[config.mk]
export PLATFORM = sky130hd
export DESIGN_NAME = dm_bus_arbiter
export DESIGN_NICKNAME = d
export VERILOG_FILES = /design/src/rtl/dm_bus_arbiter.sv
export SDC_FILE = /design/constraint.sdc
export NUM_CORES = 1
export LEC_CHECK = 0
export ABC_AREA = 0
export BUFFER_PORTS_ARGS = -buffer_cell sky130_fd_sc_hd__buf_2
export CORE_MARGIN = 2
export CORE_UTILIZATION = 29
export CTS_CLUSTER_SIZE = 40
export DETAILED_ROUTE_END_ITERATION = 8
export GPL_ROUTABILITY_DRIVEN = 0
export SYNTH_ARGS = -nofsm -noshare
export SYNTH_HDL_FRONTEND = slang
export SYNTH_SLANG_ARGS = --single-unit
[constraint.sdc]
create_clock -name clk -period 3.8 [get_ports clk]
set_input_delay 0.76 -clock clk [delete_from_list [all_inputs] [get_ports clk]]
set_output_delay 0.76 -clock clk [all_outputs]
set_load 0.1 [all_outputs]
[src/rtl/dm_bus_arbiter.sv]
// Two-master round-robin bus arbiter with a single outstanding memory access.
// Each access finishes on mem_ready or is aborted after TIMEOUT busy cycles.
module dm_bus_arbiter #(
   parameter int unsigned TIMEOUT = 15
) (
   input  logic        clk,
   input  logic        reset,

   input  logic        req0,
   input  logic [31:0] addr0,
   input  logic [31:0] wdata0,
   input  logic [3:0]  byteen0,
   output logic        gnt0,
   output logic        done0,
   output logic        err0,
   output logic [31:0] rdata0,

   input  logic        req1,
   input  logic [31:0] addr1,
   input  logic [31:0] wdata1,
   input  logic [3:0]  byteen1,
   output logic        gnt1,
   output logic        done1,
   output logic        err1,
   output logic [31:0] rdata1,

   output logic        mem_valid,
   output logic [31:0] mem_addr,
   output logic [31:0] mem_wdata,
   output logic [3:0]  mem_byteen,
   input  logic        mem_ready,
   input  logic [31:0] mem_rdata
);

   typedef enum logic [1:0] {
      IDLE,
      BUSY0,
      BUSY1,
      DONE
   } state_t;

   localparam logic [3:0] C_WAIT_LAST = 4'(TIMEOUT - 1);

   state_t      r_state;
   logic        r_last;
   logic [3:0]  r_wait;

   logic        r_gnt0;
   logic        r_gnt1;
   logic        r_done0;
   logic        r_done1;
   logic        r_err0;
   logic        r_err1;
   logic [31:0] r_rdata0;
   logic [31:0] r_rdata1;

   logic        r_mem_valid;
   logic [31:0] r_mem_addr;
   logic [31:0] r_mem_wdata;
   logic [3:0]  r_mem_byteen;

   logic        w_pick0;
   logic        w_pick1;
   logic        w_owner1;
   logic        w_timeout;
   logic        w_finish;

   // r_last names the requester served most recently; the other one wins a tie.
   assign w_pick0   = req0 & (~req1 | r_last);
   assign w_pick1   = req1 & ~w_pick0;
   assign w_owner1  = (r_state == BUSY1);
   assign w_timeout = (r_wait == C_WAIT_LAST);
   assign w_finish  = mem_ready | w_timeout;

   always_ff @(posedge clk or negedge reset) begin
      if (!reset) begin
         r_state      <= IDLE;
         r_last       <= 1'b1;
         r_wait       <= '0;
         r_gnt0       <= 1'b0;
         r_gnt1       <= 1'b0;
         r_done0      <= 1'b0;
         r_done1      <= 1'b0;
         r_err0       <= 1'b0;
         r_err1       <= 1'b0;
         r_rdata0     <= '0;
         r_rdata1     <= '0;
         r_mem_valid  <= 1'b0;
         r_mem_addr   <= '0;
         r_mem_wdata  <= '0;
         r_mem_byteen <= '0;
      end else begin
         r_gnt0  <= 1'b0;
         r_gnt1  <= 1'b0;
         r_done0 <= 1'b0;
         r_done1 <= 1'b0;

         case (r_state)
            IDLE: begin
               if (w_pick0) begin
                  r_state      <= BUSY0;
                  r_gnt0       <= 1'b1;
                  r_last       <= 1'b0;
                  r_wait       <= '0;
                  r_mem_valid  <= 1'b1;
                  r_mem_addr   <= addr0;
                  r_mem_wdata  <= wdata0;
                  r_mem_byteen <= byteen0;
               end else if (w_pick1) begin
                  r_state      <= BUSY1;
                  r_gnt1       <= 1'b1;
                  r_last       <= 1'b1;
                  r_wait       <= '0;
                  r_mem_valid  <= 1'b1;
                  r_mem_addr   <= addr1;
                  r_mem_wdata  <= wdata1;
                  r_mem_byteen <= byteen1;
               end
            end

            BUSY0, BUSY1: begin
               // mem_ready takes priority over a coincident timeout.
               if (w_finish) begin
                  r_state     <= DONE;
                  r_mem_valid <= 1'b0;
                  if (w_owner1) begin
                     r_done1  <= 1'b1;
                     r_err1   <= ~mem_ready;
                     r_rdata1 <= mem_ready ? mem_rdata : '0;
                  end else begin
                     r_done0  <= 1'b1;
                     r_err0   <= ~mem_ready;
                     r_rdata0 <= mem_ready ? mem_rdata : '0;
                  end
               end else begin
                  r_wait <= r_wait + 4'd1;
               end
            end

            DONE: begin
               r_state <= IDLE;
            end

            default: begin
               r_state <= IDLE;
            end
         endcase
      end
   end

   assign gnt0       = r_gnt0;
   assign gnt1       = r_gnt1;
   assign done0      = r_done0;
   assign done1      = r_done1;
   assign err0       = r_err0;
   assign err1       = r_err1;
   assign rdata0     = r_rdata0;
   assign rdata1     = r_rdata1;
   assign mem_valid  = r_mem_valid;
   assign mem_addr   = r_mem_addr;
   assign mem_wdata  = r_mem_wdata;
   assign mem_byteen = r_mem_byteen;

endmodule

## Word level (Yosys, flattened, before mapping)

Index checks and enable logic that the tools add are counted.

| cells by class | value |
|---|---|
| add/subtract/negate cells | 1 |
| equality and inequality tests | 7 |
| mux-type cells | 31 |
| bitwise logic cells | 8 |
| reductions and logical operators | 10 |

Operators by type and width:

| cell | count |
|---|---|
| $mux W32 | 5 |
| $mux W4 | 5 |
| $mux W1 | 15 |
| $reduce_and A3 Y1 | 4 |
| $pmux W4 S2 | 1 |
| $mux W2 | 3 |
| $pmux W2 S3 | 1 |
| $add A4 B1 Y4 const B | 1 |
| $eq A2 B2 Y1 const B | 2 |
| $eq A4 B4 Y1 const B | 1 |
| $ne A2 B2 Y1 const B | 2 |
| $not A1 Y1 | 4 |
| $reduce_and A2 Y1 | 2 |
| $reduce_bool A2 Y1 | 2 |
| $ne A3 B3 Y1 const B | 1 |
| $and A1 B1 Y1 | 2 |
| $eq A2 B1 Y1 const B | 1 |
| $logic_not A2 Y1 | 1 |
| $or A1 B1 Y1 | 2 |
| $pmux W1 S2 | 1 |
| $reduce_or A2 Y1 | 1 |

| word-level totals | value |
|---|---|
| bits in registers | 146 |
| bits of input ports | 173 |
| output and inout bits | 139 |
| word-level logic and storage cells | 72 |

## Longest topological paths before layout

| logic depth | value |
|---|---|
| depth after elaboration | 8 |
| gate-level depth with buffers | 7 |
| gate-level depth less buffers | 5 |

## Least setup slack after synthesis

Ideal clock, no wire load.

| timing | value |
|---|---|
| kind | flip-flop to output port |
| start | register r_mem_valid, in the netlist mem_valid |
| end | output port mem_valid |
| data arrival time | 0.907 ns |
| slack | 2.133 ns |
| stages on the path, launching flop included | 1 |
| cell sequence | dfrtp_1 |

RTL lines:

| what | RTL line | RTL |
|---|---|---|
| start: declaration | 57 | `logic r_mem_valid;` |
| start signal: assignment | 88 | `r_mem_valid <= 1'b0;` |
| start signal: assignment | 105 | `r_mem_valid <= 1'b1;` |
| start signal: assignment | 114 | `r_mem_valid <= 1'b1;` |
| end: declaration | 27 | `output logic mem_valid,` |

No word-level cell between the ends.

## Worst setup path after layout

| timing | value |
|---|---|
| start | register r_state[1] |
| end | register r_rdata0[22], in the netlist rdata0[22] |

| between the ends | value |
|---|---|
| word-level cells in the longest chain between the ends | 3 |
| elaborated cells between the ends (all ways) | 5 |
| those cells by class | eq/ne: 2; bitwise: 1; reduce/logical: 2 |

Ends and longest elaborated chain:

| what | RTL line | RTL |
|---|---|---|
| start: declaration | 44 | `state_t r_state;` |
| start signal: assignment | 77 | `r_state <= IDLE;` |
| start signal: assignment | 101 | `r_state <= BUSY0;` |
| start signal: assignment | 110 | `r_state <= BUSY1;` |
| $eq A2 B2 Y1 or $eq A2 B1 Y1 (tied branches) | 71, 98 |  |
| $reduce_or A2 Y1 or $not A1 Y1 (tied branches) | - |  |
| $reduce_and A3 Y1 (no line) * | - |  |
| end signal: assignment | 133 | `r_rdata0 <= mem_ready ? mem_rdata : '0;` |
| end: declaration | 54 | `logic [31:0] r_rdata0;` |

Mark *: on every way between the ends. The rest lies on a longest branch, timed or not.
A chain may end at the register's enable or synchronous reset.

==> results_dict.tcl <==
set metrics [dict create \
    hpwlAfterDp_um 13910 \
    finalSetupViolations 0 \
    grt_pass1_vias 5846 \
    grtUsageTotal 0.1695 \
    syn_inst 601 \
    setup-tns-final_ns 0 \
    rows 54 \
    hold_buffers 0 \
    hold_viol 0 \
    grt_max_degree 138 \
    drt-pass1-iter-count 6 \
    cp.arrival_ns 2.54 \
    startpoint "r_state[1]" \
    synth_enable_flop_cells 0 \
    io_buffers 311 \
    place_inst 1140 \
    drv_cap 0 \
    nets 1057 \
    cp_max_fo 33 \
    hold_class "primary input to asynchronous set/reset pin" \
    setup_ws_ns 1.553 \
    clk_latency_ns 0.41 \
    tightest_slew_ns 0.7529 \
    r2r_cells 5 \
    rrSetupSlack_ns 1.55 \
    ys_ff_latch 146 \
    grt_pass1_wl_um 32090 \
    r2r_end "rdata0[22]" \
    filler_cell_count 2231 \
    drt_wl_total_um 20140 \
    die_area_um2 23620 \
    initial_core_util 0.2969 \
    ys_seq_area_frac 0.5624 \
    cts_tree "done" \
    fin_crit_sh 0.5912 \
    critical_path.startpoint_type "register" \
    overflow 0 \
    clock_skew_ns 0.01276 \
    instances_no_fill 1171 \
    clk_pin_slew_worst_paths_ns 0.06 \
    avgSynthCellArea_um2 10.81 \
    rsz0062_at_grt "no" \
    first_iter_violations 292 \
    antenna_found_initial 1 \
    drc 0 \
    critical_path_class "register to register" \
    viasPerCell 4.981 \
    async_reset_ff_frac 1.000 \
    io_pins 312 \
    antenna_cells 0 \
    core_area_um2 21890 \
    clockBufferDepth 2 \
    h-tree-depth 4 \
    reg2reg_from "r_state[1]" \
    drive_above_1_share 0.4018 \
    cts_resized 0 \
    ant_nets 0 \
    die_x_um 153.7 \
    status "completed" \
    synth_nets 779 \
    slew_headroom 0.4973 \
    cts_sinks 146 \
    synth.distinct_cells 36 \
    dp_slack_ns 1.183 \
    critPathCaptureType "register" \
    syn_to_final_growth_pct 35.58 \
    vias 5833 \
    dieHeight_um 153.7 \
    avgRoutedWirePerCell_um 17.20 \
    seq_area_um2 3655 \
    required_ns 4.09 \
    synth_area_um2 6499 \
    numCtsBuffers 17 \
    fmax_mhz 445.1 \
    multi_input_area_um2 2489 \
    period_minus_slack_ns 2.247 \
    synthesis.yosys.warnings 0 \
    cts_setup_buffers 0 \
    finalMaxSlewViolations 0 \
    ys.flop_type "dfrtp_1" \
    cts-root-buf "clkbuf_16" \
]
[cell usage in the layout, fill, tap and decap left out, types with 4 or more instances in the layout]
cell | netlist | final
inv_1 | 8 | 8
and3_1 | 5 | 5
buf_4 | 8 | 5
nand3b_1 | 68 | 68
o21ai_1 | 16 | 16
a22o_1 | 64 | 64
clkbuf_16 | 0 | 17
dfrtp_1 | 145 | 145
buf_2 | 27 | 310
nor4_1 | 4 | 4
a21oi_1 | 4 | 4
o21ai_0 | 53 | 53
inv_6 | 0 | 5
nor2_1 | 72 | 72
ha_1 | 5 | 5
a31oi_1 | 71 | 71
[flip-flops by register name, indices dropped and copies added, names as in the netlist]
| signal | cells |
|---|---|
| done0 | 1 |
| done1 | 1 |
| err0 | 1 |
| err1 | 1 |
| gnt0 | 1 |
| gnt1 | 1 |
| mem_addr | 32 |
| mem_byteen | 4 |
| mem_valid | 1 |
| mem_wdata | 32 |
| r_last | 1 |
| r_state | 2 |
| r_wait | 4 |
| rdata0 | 32 |
| rdata1 | 32 |
[metrics by stage]
step             util  instance area [um^2]  hold WS, ns
2_1_floorplan       -                  6499       0.4644
3_3_place_gp   0.3740                  8188       0.4790
3_5_place_dp   0.3740                  8188       0.4853
4_1_cts        0.4025                  8811       0.3447
5_1_grt        0.4025                  8811       0.3736
6_report       0.4025                  8811       0.3446
[Yosys cell counts (all sizes together) (2+ instances only)]
cell	instances	area, um^2
nor2b	2	15.02
nor2	72	270.3
inv	9	33.78
nand3b	68	510.5
a31oi	71	444.2
nand2b	2	12.51
nand2	3	13.77
a21oi	4	20.02
ha	5	62.56
a22o	64	560.5
buf	47	285.3
a211o	3	26.28
a32oi	2	17.52
o21ai	69	345.3
dfrtp	145	3628
a221o	2	20.02
clkbuf	13	48.80
and3	5	31.28
a21o	2	15.01
nor4	4	25.02
[final cells by class]
cell class	count	area share
Sequential cell	146	0.4148
Inverter	9	0.003834
Clock inverter	12	0.01931
Timing Repair Buffer	319	0.1884
Tap cell	280	0.03976
Clock buffer	19	0.05141
Multi-Input combinational cell	386	0.2824
[metal layers]
layer	wire length, um	global-route usage	vias up
li1	-	-	2782
met1	8592	0.2106	2790
met2	9413	0.2739	246
met3	1965	0.07469	13
met4	157	0.03713	2
met5	13	0	-
[worst max-delay path by stage]
stage	depth (start not counted)	to	slack, ns
final	5	rdata0[22]	1.55
after global routing	5	rdata0[22]	1.36
after CTS	5	rdata0[22]	1.53
after detailed placement	5	mem_wdata[0]	1.18
after global placement	5	mem_addr[9]	1.22
after floorplan	0	mem_valid	2.13
[cell families (layout without fill, tap and decap cells)]
kind of cell / Yosys count / count (layout) / synth area share
AO/OA/AOI/OAI: 220 / 220 / 0.2283
AND/OR/NAND/NOR: 161 / 161 / 0.1431
buffers and inverters: 69 / 359 / 0.05660
adder cells (fa/ha/maj): 5 / 5 / 0.009626
flip-flops: 146 / 146 / 0.5624
[worst max-delay path: stages (launching register included)]
cell,delay (ns)
dfrtp_1,0.35
inv_1,0.07
ha_1,0.56
nor2b_1,0.29
nand2_2,0.44
a22o_1,0.40
Power is not shown: default switching activity piles up to over one toggle a cycle in this logic, so the estimate is an artifact.
